[src/rtl/tl_pkg.sv]
// Shared TileLink D-channel definitions: opcode encodings, size codes and the
// processed-response record pushed into the response buffer.
package tl_pkg;

  typedef enum logic [2:0] {
    TL_ACCESS_ACK      = 3'd0,
    TL_ACCESS_ACK_DATA = 3'd1
  } tl_d_opcode_e;

  // d_size is log2 of the beat byte count
  localparam logic [1:0] TL_SIZE_1B = 2'd0;
  localparam logic [1:0] TL_SIZE_2B = 2'd1;
  localparam logic [1:0] TL_SIZE_4B = 2'd2;
  localparam logic [1:0] TL_SIZE_8B = 2'd3;

  localparam int unsigned TL_MAX_DW = 64;

  typedef struct packed {
    logic [TL_MAX_DW-1:0] data;
    logic [2:0]           opcode;
    logic                 err;
  } tl_rsp_t;

endpackage

[src/rtl/tl_resp_fifo.sv]
// First-word-fall-through FIFO with an occupancy count; the head entry is
// visible on data_o whenever count_o is non-zero.
module tl_resp_fifo #(
  parameter int unsigned WIDTH = 8,
  parameter int unsigned DEPTH = 2
) (
  input  logic                       clk_i,
  input  logic                       rst_ni,
  input  logic                       push_i,
  input  logic [WIDTH-1:0]           data_i,
  input  logic                       pop_i,
  output logic [WIDTH-1:0]           data_o,
  output logic [$clog2(DEPTH):0]     count_o
);

  localparam int unsigned AW = (DEPTH > 1) ? $clog2(DEPTH) : 1;
  localparam int unsigned CW = $clog2(DEPTH) + 1;

  logic [WIDTH-1:0] mem_q [DEPTH];
  logic [AW-1:0]    wr_ptr_q, wr_ptr_d;
  logic [AW-1:0]    rd_ptr_q, rd_ptr_d;
  logic [CW-1:0]    count_q, count_d;
  logic             push_ok, pop_ok;

  assign push_ok = push_i && (count_q != CW'(DEPTH));
  assign pop_ok  = pop_i && (count_q != '0);

  // NOTE: every always_comb output gets a default first so no path can infer a latch.
  always_comb begin
    wr_ptr_d = wr_ptr_q;
    rd_ptr_d = rd_ptr_q;
    count_d  = count_q;
    // DEPTH is a power of two, so pointer increments wrap modulo DEPTH naturally.
    if (push_ok) wr_ptr_d = wr_ptr_q + 1'b1;
    if (pop_ok)  rd_ptr_d = rd_ptr_q + 1'b1;
    case ({push_ok, pop_ok})
      2'b10:   count_d = count_q + 1'b1;
      2'b01:   count_d = count_q - 1'b1;
      default: count_d = count_q;
    endcase
  end

  // NOTE: sequential state uses non-blocking assignments so all registers update together.
  always_ff @(posedge clk_i or negedge rst_ni) begin
    if (!rst_ni) begin
      wr_ptr_q <= '0;
      rd_ptr_q <= '0;
      count_q  <= '0;
    end else begin
      wr_ptr_q <= wr_ptr_d;
      rd_ptr_q <= rd_ptr_d;
      count_q  <= count_d;
    end
  end

  // NOTE: storage is not reset; count_q gates visibility so stale contents are never consumed.
  always_ff @(posedge clk_i) begin
    if (push_ok) mem_q[wr_ptr_q] <= data_i;
  end

  assign data_o  = mem_q[rd_ptr_q];
  assign count_o = count_q;

endmodule

[src/rtl/tl_d_channel_rx.sv]
// TileLink D-channel receiver: pairs each beat with the metadata of its request,
// aligns and extends the returned data, and buffers the result for the consumer.
module tl_d_channel_rx
  import tl_pkg::*;
#(
  parameter int unsigned DW    = 32,
  parameter int unsigned DEPTH = 2
) (
  input  logic                     clk_i,
  input  logic                     rst_ni,
  input  logic                     req_push_i,
  input  logic [$clog2(DW/8)-1:0]  req_offset_i,
  input  logic                     req_unsigned_i,
  output logic                     req_ready_o,
  input  logic                     d_valid_i,
  output logic                     d_ready_o,
  input  logic [2:0]               d_opcode_i,
  input  logic [1:0]               d_size_i,
  input  logic                     d_error_i,
  input  logic [DW-1:0]            d_data_i,
  output logic                     rsp_valid_o,
  input  logic                     rsp_ready_i,
  output logic [DW-1:0]            rsp_data_o,
  output logic [2:0]               rsp_opcode_o,
  output logic                     rsp_err_o
);

  localparam int unsigned OW       = $clog2(DW/8);
  localparam int unsigned MW       = OW + 1;
  localparam int unsigned RW       = DW + 4;
  localparam int unsigned CW       = $clog2(DEPTH) + 1;
  localparam logic [1:0]  MAX_SIZE = 2'($clog2(DW/8));

  logic          req_fire, beat_fire, have_meta;
  logic [MW-1:0] meta_head;
  logic [CW-1:0] outst_cnt, rsp_cnt;
  logic [RW-1:0] rsp_entry, rsp_head;

  logic [OW-1:0] beat_offset;
  logic          beat_unsigned;
  logic [DW-1:0] shifted, mask, ext;
  logic [6:0]    nbits;
  logic          size_bad, sign;
  tl_rsp_t       rsp;

  // The metadata FIFO occupancy doubles as the outstanding-request counter.
  assign req_ready_o = rst_ni && (outst_cnt < CW'(DEPTH));
  assign d_ready_o   = rst_ni && (rsp_cnt < CW'(DEPTH));
  assign req_fire    = req_push_i && req_ready_o;
  assign beat_fire   = d_valid_i && d_ready_o;
  assign have_meta   = (outst_cnt != '0);

  tl_resp_fifo #(.WIDTH(MW), .DEPTH(DEPTH)) u_meta_fifo (
    .clk_i   (clk_i),
    .rst_ni  (rst_ni),
    .push_i  (req_fire),
    .data_i  ({req_offset_i, req_unsigned_i}),
    .pop_i   (beat_fire),
    .data_o  (meta_head),
    .count_o (outst_cnt)
  );

  // An unexpected beat is decoded as offset 0, zero-extended, and flagged.
  assign beat_offset   = have_meta ? meta_head[MW-1:1] : '0;
  assign beat_unsigned = have_meta ? meta_head[0] : 1'b1;

  always_comb begin
    shifted = d_data_i >> {beat_offset, 3'b000};
    case (d_size_i)
      TL_SIZE_1B: nbits = 7'd8;
      TL_SIZE_2B: nbits = 7'd16;
      TL_SIZE_4B: nbits = 7'd32;
      TL_SIZE_8B: nbits = 7'd64;
      default:    nbits = 7'd64;
    endcase
    size_bad = (d_size_i > MAX_SIZE);
    mask     = (DW'(1) << nbits) - DW'(1);
    // Isolate the top kept bit: mask XOR (mask >> 1) leaves only its MSB.
    sign     = |(shifted & (mask ^ (mask >> 1)));
    ext      = shifted & mask;
    if (!beat_unsigned && sign) ext = ext | ~mask;

    rsp        = '0;
    rsp.opcode = d_opcode_i;
    rsp.err    = d_error_i || !have_meta || size_bad;
    case (d_opcode_i)
      TL_ACCESS_ACK:      rsp.data = '0;
      TL_ACCESS_ACK_DATA: rsp.data = size_bad ? '0 : TL_MAX_DW'(ext);
      default: begin
        rsp.data = '0;
        rsp.err  = 1'b1;
      end
    endcase
  end

  assign rsp_entry = {DW'(rsp.data), rsp.opcode, rsp.err};

  tl_resp_fifo #(.WIDTH(RW), .DEPTH(DEPTH)) u_rsp_fifo (
    .clk_i   (clk_i),
    .rst_ni  (rst_ni),
    .push_i  (beat_fire),
    .data_i  (rsp_entry),
    .pop_i   (rsp_valid_o && rsp_ready_i),
    .data_o  (rsp_head),
    .count_o (rsp_cnt)
  );

  // Fields read as zero when empty, so nothing stale leaks out during or after reset.
  assign rsp_valid_o  = (rsp_cnt != '0);
  assign rsp_data_o   = rsp_valid_o ? rsp_head[RW-1:4] : '0;
  assign rsp_opcode_o = rsp_valid_o ? rsp_head[3:1]    : '0;
  assign rsp_err_o    = rsp_valid_o && rsp_head[0];

endmodule

[config.mk]
export PLATFORM = sky130hd
export DESIGN_NAME = tl_d_channel_rx
export DESIGN_NICKNAME = d
export VERILOG_FILES = /design/src/rtl/tl_pkg.sv /design/src/rtl/tl_resp_fifo.sv /design/src/rtl/tl_d_channel_rx.sv
export SDC_FILE = /design/constraint.sdc
export NUM_CORES = 1
export LEC_CHECK = 0
export CAP_MARGIN = 0
export CORE_AREA = 2 2 91 93
export CTS_CLUSTER_DIAMETER = 30
export CTS_CLUSTER_SIZE = 10
export DETAILED_ROUTE_END_ITERATION = 7
export DIE_AREA = 0 0 93 95
export GPL_ROUTABILITY_DRIVEN = 0
export PLACE_DENSITY_LB_ADDON = 0.3
export REMOVE_ABC_BUFFERS = 1
export SYNTH_ARGS = -nofsm -noshare
export SYNTH_HDL_FRONTEND = slang
export SYNTH_SLANG_ARGS = --single-unit
[constraint.sdc]
create_clock -name clk_i -period 5.5 [get_ports clk_i]
set_input_delay 1.1 -clock clk_i [delete_from_list [all_inputs] [get_ports clk_i]]
set_output_delay 1.1 -clock clk_i [all_outputs]
set_load 0.01 [all_outputs]
# After elaboration in Yosys (flattened, before gate mapping)
# Memory sizes are Yosys's and may differ from the RTL's.
# Index checks and enable logic that the tools add are counted.
op_classes:
  add_sub_neg: 9
  n_eq_ne: 10
  shifts: 2
  reduce_logical: 23
  n_lt_le_gt_ge: 3
  bitwise: 5
  mux: 15
op_table:
  columns: ["cell", "n"]
  rows:
  - ["32-bit two-way mux", 4]
  - ["32-bit bitwise AND", 2]
  - ["32-bit inverter", 1]
  - ["32-bit OR", 1]
  - ["32-bit OR reduction", 1]
  - ["1-bit by 7-bit left shift with 32-bit output, first input constant", 1]
  - ["32-bit by 5-bit >> shifter with 32-bit output", 1]
  - ["32-bit by 2-bit subtractor with 32-bit output, second input constant", 1]
  - ["32-bit by 31-bit XOR with 32-bit output", 1]
  - ["7-bit case mux with 4 select lines", 1]
  - ["1-bit logical AND", 11]
  - ["2-bit == test, second input constant", 4]
  - ["2-bit case mux with 2 select lines", 2]
  - ["2-bit nonzero test", 4]
  - ["2-bit by 1-bit == test with 1-bit output, second input constant", 3]
  - ["1-bit two-way mux", 6]
  - ["1-bit adder, second input constant", 4]
  - ["2-bit by 1-bit adder with 2-bit output, second input constant", 2]
  - ["2-bit < comparator, second input constant", 2]
  - ["2-bit != test, second input constant", 2]
  - ["2-bit by 1-bit subtractor with 2-bit output, second input constant", 2]
  - ["3-bit by 1-bit == test with 1-bit output, second input constant", 1]
  - ["3-bit zero test", 1]
  - ["3-bit two-way mux", 1]
  - ["other kinds (6)", 8]
word_totals:
  reg_bits: 8
  memories: 2
  out_inout_bits: 39
  ram_bits: 78
  input_bits: 46
  elab_cells: 75
memory_table:
  columns: ["memory", "words", "word_bits", "read_ports", "rd_ports_with_merged_regs", "wr", "line", "rtl"]
  rows:
  - ["u_rsp_fifo.mem_q", 2, 36, 1, 0, 1, "tl_resp_fifo.sv:19", "logic [WIDTH-1:0] mem_q [DEPTH];"]
  - ["u_meta_fifo.mem_q", 2, 3, 1, 0, 1, "tl_resp_fifo.sv:19", null]

# Depth between registers and ports, before layout
# Gate-level depths: netlist of run 1.
logic_depth:
  ltp_word: 11
  depth_mapped: 7
  depth_no_buf: 7

# Modules after synthesis
# A second synthesis of run 1 with hierarchy kept.
hier_totals:
  hier_cells: 343
  hier_area_um2: 4619.4
by_module_without_submodules:
  columns: ["mod", "n_inst", "area_per_inst_um2", "seq_area_each_um2", "cells_each"]
  rows:
  - ["tl_resp_fifo at u_rsp_fifo", 1, 2939.1, 2262.2, 129]
  - ["tl_d_channel_rx", 1, 1273.7, 0.0, 188]
  - ["tl_resp_fifo at u_meta_fifo", 1, 406.6, 280.3, 26]

# Worst setup path before layout of run 1
# No wires, ideal clock.
synth_path:
  path_type: "in2reg"
  start: "input rst_ni"
  end: "memory u_rsp_fifo.mem_q[0][0] (netlist bit) (enable)"
  n_path_buf: 0
  required_ns: 5.071
  path_stages: 3
  setup_ns: 0.429
  setup_slack_ns: 1.997
  arrival_time_ns: 3.074
  cell_sequence: "nor2b_1 > nand2_1 > nor2_1"
synth_between:
  elab_chain_len: 5
synth_lines:
  columns: ["item", "line", "rtl"]
  rows:
  - ["start: declaration", "tl_d_channel_rx.sv:10", "input logic rst_ni,"]
  - ["1-bit logical AND", "tl_d_channel_rx.sv:48", "assign d_ready_o = rst_ni && (rsp_cnt < CW'(DEPTH));"]
  - ["1-bit logical AND", "tl_d_channel_rx.sv:50", "assign beat_fire = d_valid_i && d_ready_o;"]
  - ["1-bit logical AND", "tl_resp_fifo.sv:25", "assign push_ok = push_i && (count_q != CW'(DEPTH));"]
  - ["1-bit two-way mux", "tl_resp_fifo.sv:58", "if (push_ok) mem_q[wr_ptr_q] <= data_i;"]
  - ["1-bit two-way mux (not written as such)", "tl_resp_fifo.sv:58", null]
  - ["end: declaration", "tl_resp_fifo.sv:19", null]
# Every way passes these cells.

# Worst setup path after layout of run 1
layout_path:
  start: "input rst_ni"
  end: "output d_ready_o"
layout_between:
  elab_chain_len: 1
layout_lines:
  columns: ["item", "line", "rtl"]
  rows:
  - ["1-bit logical AND", "tl_d_channel_rx.sv:48", null]
  - ["end: declaration", "tl_d_channel_rx.sv:16", "output logic d_ready_o,"]
# Every way passes these cells.

==> summary.txt, run 1 <==
Run status
  – Status: finished clean

Timing
  – Fin Clk Skew: 0.00837 ns
  – Worst rel slew slack: 22.8%
  – Fin. max-slew vios: 0
  – Setup repair after global routing missed its margin: no
  – Period utilization: 68.2%
  – Final Hold Fails: 0
  – Setup TNS: 0 ns
  – Worst Tran Pin Value: approximately 1.2 ns
  – Fin crit period: ~3.7 ns
  – Max Freq: 267 MHz
  – # setup viols final: 0

Layout
  – Fin util: between 60% and 70%
  – Layout cells sized above 1: 10.0%
  – Final Net Count: around 450
  – Area delta synth->final: 26.4%
  – Cell area after layout: 0.00536 mm²
  – Commonest non-fill, non-tap cell in the layout: clkdlybuf4s50_1
  – Antenna Cells: 0
  – Most frequent cells in the layout: clkdlybuf4s50_1 (84), edfxtp_1 (78), mux2i_1 (53), nor2_1 (52), nand2_1 (14)

Power and ir drop
  – P per Cell Area: 471 mW/mm²
  – VDD IR max: 0.352 mV
  – Static Leak: a little under 2 nW

Yosys
  – Post-synthesis mux area share: between 10% and 20%
  – Gate Count Post-Synth: 325
  – Simple-Gate Fraction of Synth Area: 8.84%
  – Synth Area in Compound Gates: 11.0%
  – Xor/xnor share of the synthesized area: 2.06%
  – Post-Synth Adder-Cell Area: less than 1%
  – Yosys cell types: 43
  – Syn Std Cell Area: 0.00424 mm²
  – Main flop type after synthesis: edfxtp_1
  – Main combinational cell family by area after synthesis: multiplexers
  – Number of flops mapped to enable cells by yosys: 78
  – Flops & latches, synth: 86
  – Synth async-reset ratio: 9.30%
  – Synth warnings: 0
  – Register area share after synthesis: 59.9%
  – Syn Area/Cell: 13.1 µm²

Global route
  – Largest net degree at the start of global routing: 38
  – GRT Total Usage: 22.1%
  – Grt ovf: 0
  – Initial antenna violation count: 0
  – Vias in the first global route: 2,964
  – First-pass GRT wire length: 14.8 mm

Floorplanning
  – Core area: a little under 0.008 mm²
  – I/O pin cnt: 85
  – Die Ht: 95 µm
  – Die width: 93 µm
  – Initial core utilization: 53.5%
  – Die footprint: slightly below 0.009 mm²
  – Std cell rows: 33

Critical path
  – Family with the most delay on the worst path: buffers and inverters
  – Req. time, crit path: ~4.4 ns
  – Crit end category: output pin
  – CP Cell Sequence: clkdlybuf4s50_1 > nor2b_1 > clkdlybuf4s50_1
  – WP data arrival: about 2.7 ns
  – Most used cell, CP: clkdlybuf4s50_1
  – Startpoint Class: primary input
  – Worst R2R Setup Slack: ~2.8 ns
  – CP peak stage delay: 0.71 ns
  – Critical path class: primary input to output pin
  – Buf/Inv on CP: 2
  – CP max stage cell: clkdlybuf4s50_1
  – CP max FO: 10

Clock network
  – Post-CTS Setup Bufs: 0
  – CTS Hold Buffers Added: 0
  – Post-CTS sizing: 0
  – CTS sink count: 86
  – Clk slew on worst S/H paths: about 0.080 ns
  – TritonCTS Buffers: 9
  – Worst skew pair latency: about 0.34 ns
  – H-tree Lvls: 3
  – CTS root buffer: clkbuf_8
  – CTS tree: built
  – Clk buf depth: 2

Place
  – DP HPWL: approximately 6.4 mm
  – Placed cell areas: 0.00515 mm²
  – IO buf count: 84

Route
  – Remaining DRCs: 0
  – Routed Antenna Nets: 0
  – Via density per instance: 5.69
  – Iteration-0 DRC Markers: roughly 160
  – Final wirelength: 9.30 mm
  – Vias: 2,924
  – Drt first pass iters: 4
  – Wirelength per Cell: ~18 µm

Job
  – Maxcap violations: 0

Hold path
  – Hold Crit Class: flop to flop
metal layers:
metal / vias to the layer above / global-route usage, % / share of wire [%]
met4: 0 / 7.11 / 1.4
met3: 8 / 4.71 / 5.1
li1: 1378 / - / -
met2: 99 / 37.7 / 51
met1: 1439 / 28.5 / 42
met5: - / 0 / 0
report_power, final:
| part | switching [W] | internal, W |
|---|---|---|
| clock network | 0.000216 | 0.000253 |
| logic | 0.000541 | 0.000575 |
| registers | 0.000129 | 0.000814 |
registers in the layout (all words and copies together) (netlist names):
| register | flops |
|---|---|
| u_meta_fifo.count_o | 2 |
| u_meta_fifo.mem_q | 6 |
| u_meta_fifo.rd_ptr_q | 1 |
| u_meta_fifo.wr_ptr_q | 1 |
| u_rsp_fifo.count_o | 2 |
| u_rsp_fifo.mem_q | 72 |
| u_rsp_fifo.rd_ptr_q | 1 |
| u_rsp_fifo.wr_ptr_q | 1 |
area by class of cell:
| cell class | count | area (µm²) |
|---|---|---|
| flip-flops and latches | 86 | 2540 |
| multi-input cells | 218 | 1610 |
| clock inverters | 7 | 88.8 |
| well taps | 105 | 131 |
| fillers | 603 | 2560 |
| clock buffers | 9 | 124 |
| inverters | 3 | 11.3 |
| repair buffers | 86 | 856 |
stage by stage:
| stage | hold slack [ns] | setup slack [ns] | power, W | std cells |
|---|---|---|---|---|
| finish | 0.498 | 1.75 | 0.00253 | 514 |
| detailed placement | 0.483 | 1.49 | 0.00208 | 498 |
| global route | 0.545 | 1.55 | 0.00267 | 514 |
| floorplan | 0.460 | 2.00 | 0.00159 | 307 |
| CTS | 0.501 | 1.73 | 0.00254 | 514 |
| global placement | 0.480 | 1.61 | 0.00205 | 498 |
path summary, 6_finish.rpt:
check	startpoint	end	cells after the start
max	rst_ni	d_ready_o	3
min	u_meta_fifo.wr_ptr_q$_DFFE_PN0P_	u_meta_fifo.wr_ptr_q$_DFFE_PN0P_	1
max reg2reg	u_meta_fifo.rd_ptr_q$_DFFE_PN0P_	u_rsp_fifo.mem_q[0][28]$_DFFE_PP_	5
min reg2reg	u_meta_fifo.wr_ptr_q$_DFFE_PN0P_	u_meta_fifo.wr_ptr_q$_DFFE_PN0P_	1
max in group asynchronous	rst_ni	u_rsp_fifo.rd_ptr_q$_DFFE_PN0P_	1
min in group asynchronous	rst_ni	u_meta_fifo.wr_ptr_q$_DFFE_PN0P_	1
worst reg2reg max path, delay by kind of cell, from the launching register on:
kind	cells	cell delay [ns]
flops	1	0.49
mux	1	0.27
simple gates	1	0.64
compound gates	3	1.04
cell families (layout without fill, tap and decap cells):
group / count (synthesis) / in the layout
AO/OA/AOI/OAI: 56 / 56
multiplexers: 62 / 62
XOR/XNOR: 10 / 10
flip-flops: 86 / 86
adder cells (fa/ha/maj): 2 / 2
buffers and inverters: 21 / 105
AND/OR/NAND/NOR: 88 / 88
cells in the mapped netlist (3+ instances only):
| master | count | area, µm² |
|---|---|---|
| edfxtp_1 | 78 | 2340 |
| o21ai_0 | 5 | 25.0 |
| xnor2_1 | 6 | 52.6 |
| nor2_1 | 54 | 203 |
| o21a_1 | 8 | 60.1 |
| xor2_1 | 4 | 35.0 |
| nor2b_1 | 3 | 18.8 |
| a21oi_1 | 8 | 40.0 |
| nor3_1 | 7 | 35.0 |
| a211oi_1 | 9 | 67.6 |
| a221oi_1 | 7 | 61.3 |
| mux2_2 | 8 | 90.1 |
| a22oi_1 | 7 | 52.6 |
| dfrtp_1 | 8 | 200 |
| nand2_1 | 14 | 52.6 |
| buf_2 | 5 | 25.0 |
| clkbuf_1 | 8 | 30.0 |
| mux2i_1 | 53 | 531 |
No activity file was read; power rests on OpenSTA's default activity.
==> run 2, diff against run 1 <==
--- a/config.mk
+++ b/config.mk
@@ -6,11 +6,11 @@
 export NUM_CORES = 1
 export LEC_CHECK = 0
 export CAP_MARGIN = 0
-export CORE_AREA = 2 2 91 93
+export CORE_AREA = 2 2 94 96
 export CTS_CLUSTER_DIAMETER = 30
 export CTS_CLUSTER_SIZE = 10
 export DETAILED_ROUTE_END_ITERATION = 7
-export DIE_AREA = 0 0 93 95
+export DIE_AREA = 0 0 96 98
 export GPL_ROUTABILITY_DRIVEN = 0
 export PLACE_DENSITY_LB_ADDON = 0.3
 export REMOVE_ABC_BUFFERS = 1
==> constraint.sdc (replaced) <==
create_clock -name clk_i -period 3.65 [get_ports clk_i]
set_input_delay 0.73 -clock clk_i [delete_from_list [all_inputs] [get_ports clk_i]]
set_output_delay 0.73 -clock clk_i [all_outputs]
set_load 0.01 [all_outputs]
==> run 2 against run 1 <==
  * Clock power up 48%
  * Register-to-register slack worse by 1.6 ns
  * Via count up 1.2%
  * Largest power group unchanged
  * Sequential power up 45%
==> summary.txt, run 2 (synthesis gave the netlist of run 1 again) <==
Clock network
  – CTS root buffer: clkbuf_8
  – H-tree Lvls: 3
  – Post-CTS sizing: 0
  – Clk slew on worst S/H paths: 0.08 ns
  – CTS Hold Buffers Added: 0
  – Post-CTS Setup Bufs: 0
  – CTS tree: built
  – Worst skew pair latency: around 0.35 ns
  – CTS sink count: 86
  – TritonCTS Buffers: 9
  – Clk buf depth: 2

Route
  – Wirelength per Cell: 17.9 µm
  – Iteration-0 DRC Markers: 205
  – Vias: around 3,000
  – Remaining DRCs: 0
  – Final wirelength: between 9 and 10 mm
  – Via density per instance: 5.65
  – Drt first pass iters: 5
  – Routed Antenna Nets: 0

Layout
  – Max reg flops: 72
  – Register area: 0.00254 mm²
  – Layout cells sized above 1: 11.5%
  – Final Net Count: 460
  – Fillers: 649
  – Largest regs: u_rsp_fifo.mem_q (72), u_meta_fifo.mem_q (6)
  – Fin util: between 60% and 70%
  – Footprint of the multi-input gates: between 0.0015 and 0.002 mm²
  – Antenna Cells: 0
  – Area delta synth->final: 27.9%
  – Most frequent cells in the layout: clkdlybuf4s50_1 (84), edfxtp_1 (78), mux2i_1 (53), nor2_1 (52), nand2_1 (14)
  – Commonest non-fill, non-tap cell in the layout: clkdlybuf4s50_1
  – Most flop-heavy register: u_rsp_fifo.mem_q

Global route
  – Largest net degree at the start of global routing: 38
  – Grt ovf: 0
  – First-pass GRT wire length: 14.6 mm
  – Initial antenna violation count: 0
  – Vias in the first global route: 2,919
  – GRT Total Usage: 20.5%

Timing
  – Worst rel slew slack: 50.3%
  – # setup viols final: 0
  – Final Hold Fails: 0
  – Period utilization: 80.6%
  – Fin. max-slew vios: 0
  – Setup repair after global routing missed its margin: no
  – Setup TNS: 0 ns
  – Worst Tran Pin Value: about 0.75 ns
  – Fin Clk Skew: a little over 0.007 ns
  – Max Freq: 340 MHz
  – Fin crit period: 2.94 ns

Floorplanning
  – Die width: 96 µm
  – Std cell rows: 34
  – Core area: 0.00847 mm²
  – I/O pin cnt: 85
  – Die Ht: 98 µm
  – Die footprint: about 0.0094 mm²
  – Initial core utilization: about 50%

Run status
  – Status: finished clean

Power and ir drop
  – Static Leak: 1.97 nW
  – Comb power frac: between 40% and 50%
  – Clock share of power: 18.1%
  – VDD IR max: 0.598 mV
  – P per Cell Area: between 700 and 800 mW/mm²
  – Net Sw Frac: between 30% and 40%
  – Internal: between 0.002 and 0.003 W
  – Net switching power: 0.00134 W
  – Flop pwr share: between 30% and 40%

Hold path
  – Hold Crit Class: flop to flop
  – Hold_sp: u_meta_fifo.wr_ptr_q$_DFFE_PN0P_
  – Hold path cells: 1
  – Hold-critical path endpoint: u_meta_fifo.wr_ptr_q$_DFFE_PN0P_

Job
  – Maxcap violations: 0

Critical path
  – Critical path class: flop to output pin
  – Cells on worst reg2reg path: 5
  – Critical R2R Launch: u_meta_fifo.rd_ptr_q$_DFFE_PN0P_
  – CP max stage cell: dfrtp_2
  – CP peak stage delay: 0.78 ns
  – Req. time, crit path: 2.92 ns
  – Crit end category: output pin
  – Startpoint Class: flop
  – FF-to-FF End: u_rsp_fifo.mem_q[0][33]$_DFFE_PP_
  – CP Cell Sequence: buf_12 > mux2i_1 > nor2_1 > clkdlybuf4s50_1
  – WP data arrival: around 2.2 ns
  – CP max FO: 19
  – Worst R2R Setup Slack: between 1 and 1.5 ns

Place
  – IO buf count: 84
  – DP HPWL: 6.58 mm
[run 2: worst max-delay path by stage]
stage / startpoint / end / cells past startpoint
3_3_place_gp: d_size_i[1] / u_rsp_fifo.mem_q[0][31]$_DFFE_PP_ / 6
3_5_place_dp: d_size_i[1] / u_rsp_fifo.mem_q[1][33]$_DFFE_PP_ / 6
4_1_cts: u_rsp_fifo.rd_ptr_q$_DFFE_PN0P_ / rsp_data_o[21] / 4
6_report: u_rsp_fifo.rd_ptr_q$_DFFE_PN0P_ / rsp_data_o[21] / 4
2_1_floorplan: rst_ni / u_rsp_fifo.mem_q[0][0]$_DFFE_PP_ / 3
5_1_grt: u_rsp_fifo.rd_ptr_q$_DFFE_PN0P_ / rsp_data_o[21] / 4
[run 2: final cells by class]
cell class,count,area share (%)
Clock inverter,5,1.38
Timing Repair Buffer,94,17.1
Multi-Input combinational cell,218,29.6
Tap cell,108,2.49
Clock buffer,10,2.35
Inverter,3,0.207
Sequential cell,86,46.9
[run 2: routing by layer]
layer / vias to the layer above / GRT usage (%) / share of wire, %
met5: - / 0 / 0
met4: 0 / 5.71 / 0.74
met3: 9 / 4.63 / 7.1
met2: 116 / 33.3 / 50
met1: 1436 / 27.5 / 42
li1: 1397 / - / -
[run 2: power by group through the flow]
| stage | clock network (W) | logic (W) | registers [W] |
|---|---|---|---|
| finish | 0.000696 | 0.00178 | 0.00137 |
| global route | 0.000744 | 0.00192 | 0.00139 |
| CTS | 0.000707 | 0.00180 | 0.00137 |
| detailed placement | 0 | 0.00179 | 0.00139 |
| global placement | 0 | 0.00177 | 0.00138 |
| floorplan | 0 | 0.00101 | 0.00139 |
[run 2: stage by stage]
stage	hold slack [ns]	std cells	power, W	cell area (µm²)	worst slack (ns)
after floorplan	0.434	307	0.00240	4150	0.517
after global placement	0.489	509	0.00315	5230	0.774
after detailed placement	0.500	509	0.00318	5230	0.690
after CTS	0.512	524	0.00387	5430	0.681
after global routing	0.532	524	0.00405	5430	0.582
final	0.510	524	0.00384	5430	0.708
[run 2: critical path: cells and delay by family (launching register included)]
kind          cells  cell delay, ns
buf+inv           2            0.76
flops             1            0.78
mux               1            0.26
simple gates      1            0.06
==> run 3, diff against run 2 <==
==> constraint.sdc (replaced) <==
create_clock -name clk_i -period 3 [get_ports clk_i]
set_input_delay 0.6 -clock clk_i [delete_from_list [all_inputs] [get_ports clk_i]]
set_output_delay 0.6 -clock clk_i [all_outputs]
set_load 0.01 [all_outputs]
==> run 3 against run 2 <==
  * First-iteration DRC count is 16% lower
  * Die area unchanged
  * Count of clock-buffer cells in the layout is 1 higher
  * Worst setup slack got worse by 0.31 ns
  * Worst hold slack worse by 0.044 ns
  * Total power is 21% higher
  * Cell count rose by 0.38%
  * Global-route usage up 0.10 points
  * Clock power grew 19%
  * Cell area rose by 0.48%
  * Sequential power grew 18%
==> summary.txt, run 3 (synthesis gave the netlist of run 1 again) <==
Timing
  – Final Hold Fails: 0
  – Fin. max-slew vios: 0
  – Worst rel slew slack: about half
  – Max Freq: 384 MHz
  – # setup viols final: 0
  – Fin Clk Skew: 0.00851 ns
  – Worst Tran Pin Value: 0.758 ns
  – Period utilization: 86.9%
  – Setup repair after global routing missed its margin: no
  – Hold_ws: between 0.4 and 0.5 ns
  – Fin crit period: 2.61 ns

Power and ir drop
  – VDD IR max: 0.615 mV
  – Clock share of power: 17.8%
  – Net switching power: ~0.0016 W
  – Static Leak: between 1.5 and 2 nW
  – Comb power frac: 47.6%
  – Net Sw Frac: 35.0%
  – Flop pwr share: between 30% and 40%
  – Internal: 0.00303 W
  – Power, Total: roughly 0.0047 W
  – P per Cell Area: 856 mW/mm²

Critical path
  – Cells on worst reg2reg path: 5
  – Setup crit end: req_ready_o
  – FF-to-FF End: u_rsp_fifo.mem_q[0][34]$_DFFE_PP_
  – Critical R2R Launch: u_meta_fifo.rd_ptr_q$_DFFE_PN0P_
  – Worst R2R Setup Slack: 0.52 ns
  – Crit end category: output pin
  – Critical path startpoint: rst_ni
  – CP max FO: 7
  – Startpoint Class: primary input
  – WP data arrival: between 2 and 2.5 ns
  – Req. time, crit path: roughly 2.4 ns
  – Critical path class: primary input to output pin

Floorplanning
  – Std cell rows: 34
  – Die Ht: 98 µm
  – Die width: 96 µm
  – I/O pin cnt: 85
  – Core area: 0.00847 mm²
  – Die footprint: 0.00941 mm²
  – Initial core utilization: 50.1%

Place
  – DP HPWL: 6.26 mm
  – IO buf count: 84
  – Placed cell count: 510

Clock network
  – CTS sink count: 86
  – CTS tree: built
  – H-tree Lvls: 3
  – Clk buf depth: 2
  – Post-CTS Setup Bufs: 0
  – Clk slew on worst S/H paths: roughly 0.080 ns
  – CTS root buffer: clkbuf_8
  – TritonCTS Buffers: 9
  – Post-CTS sizing: 0
  – CTS Hold Buffers Added: 0
  – Worst skew pair latency: 0.35 ns

Layout
  – Max reg flops: 72
  – Area delta synth->final: 28.5%
  – Most frequent cells in the layout: clkdlybuf4s50_1 (84), edfxtp_1 (78), mux2i_1 (53), nor2_1 (52), nand2_1 (14)
  – Antenna Cells: 0
  – Fin util: between 60% and 70%
  – Largest regs: u_rsp_fifo.mem_q (72), u_meta_fifo.mem_q (6)
  – Final Net Count: approximately 460
  – Layout cells sized above 1: 12.7%
  – Commonest non-fill, non-tap cell in the layout: clkdlybuf4s50_1
  – Fin cells: between 500 and 600
  – Most flop-heavy register: u_rsp_fifo.mem_q

Global route
  – Initial antenna violation count: 0
  – First-pass GRT wire length: 14.6 mm
  – Grt ovf: 0
  – Vias in the first global route: 2,928
  – GRT Total Usage: 20.6%
  – Largest net degree at the start of global routing: 38

Run status
  – Status: finished clean

Route
  – Final wirelength: 9.22 mm
  – Via density per instance: 5.51
  – Remaining DRCs: 0
  – Vias: 2,896
  – Routed Antenna Nets: 0
  – Drt first pass iters: 5
  – Iteration-0 DRC Markers: 172
  – Wirelength per Cell: 17.5 µm

Hold path
  – Hold Crit Class: primary input to asynchronous set/reset pin

Job
  – Maxcap violations: 0
[run 3: cell count changes in the layout (fill, tap and decap cells not counted), sizes merged]
cell and delta:
clkinvlp -1, clkinv +2, buf +1, bufinv -1, clkbuf +1
[run 3: power by group through the flow]
stage          clock network, W  registers, W  logic (W)
2_1_floorplan                 0       0.00169    0.00123
3_3_place_gp                  0       0.00164    0.00222
3_5_place_dp                  0       0.00164    0.00224
4_1_cts                0.000841       0.00162    0.00225
5_1_grt                0.000897       0.00163    0.00241
6_report               0.000831       0.00161    0.00222
[run 3: cell type report]
| class | instances | area [µm²] |
|---|---|---|
| clock buffer | 11 | 151 |
| fill | 634 | 3010 |
| inverter | 3 | 11.3 |
| clock inverter | 5 | 57.6 |
| sequential | 86 | 2540 |
| timing repair buffer | 95 | 948 |
| tap | 108 | 135 |
| multi-input combinational | 218 | 1610 |
[run 3: per-layer routing]
| metal | part of all wire, % | vias to the layer above | GRT usage [%] |
|---|---|---|---|
| li1 | - | 1400 | - |
| met1 | 42 | 1381 | 27.1 |
| met2 | 50 | 99 | 33.5 |
| met3 | 5.9 | 16 | 3.86 |
| met4 | 1.9 | 0 | 8.02 |
| met5 | 0 | - | 0 |
[run 3: worst min-delay path by stage]
stage | startpoint | end | slack, ns
3_5_place_dp | u_meta_fifo.wr_ptr_q$_DFFE_PN0P_ | u_meta_fifo.wr_ptr_q$_DFFE_PN0P_ | 0.49
4_1_cts | rst_ni | u_meta_fifo.wr_ptr_q$_DFFE_PN0P_ | 0.47
5_1_grt | rst_ni | u_meta_fifo.count_o[1]$_DFFE_PN0P_ | 0.48
6_report | rst_ni | u_meta_fifo.wr_ptr_q$_DFFE_PN0P_ | 0.47
2_1_floorplan | rst_ni | u_meta_fifo.count_o[0]$_DFFE_PN0P_ | 0.30
3_3_place_gp | u_meta_fifo.wr_ptr_q$_DFFE_PN0P_ | u_meta_fifo.wr_ptr_q$_DFFE_PN0P_ | 0.48
[run 3: through the flow]
step	instance area, µm²	setup TNS (ns)	worst slack [ns]
global route	5460	0	0.274
detailed placement	5250	0	0.303
global placement	5250	0	0.371
finish	5460	0	0.394
floorplan	4150	-0.111	-0.00309
CTS	5460	0	0.381
[run 3: critical path, stage by stage]
cell and delay [ns]:
clkdlybuf4s50_1 0.60, nor2b_1 0.24, clkdlybuf4s50_1 0.57
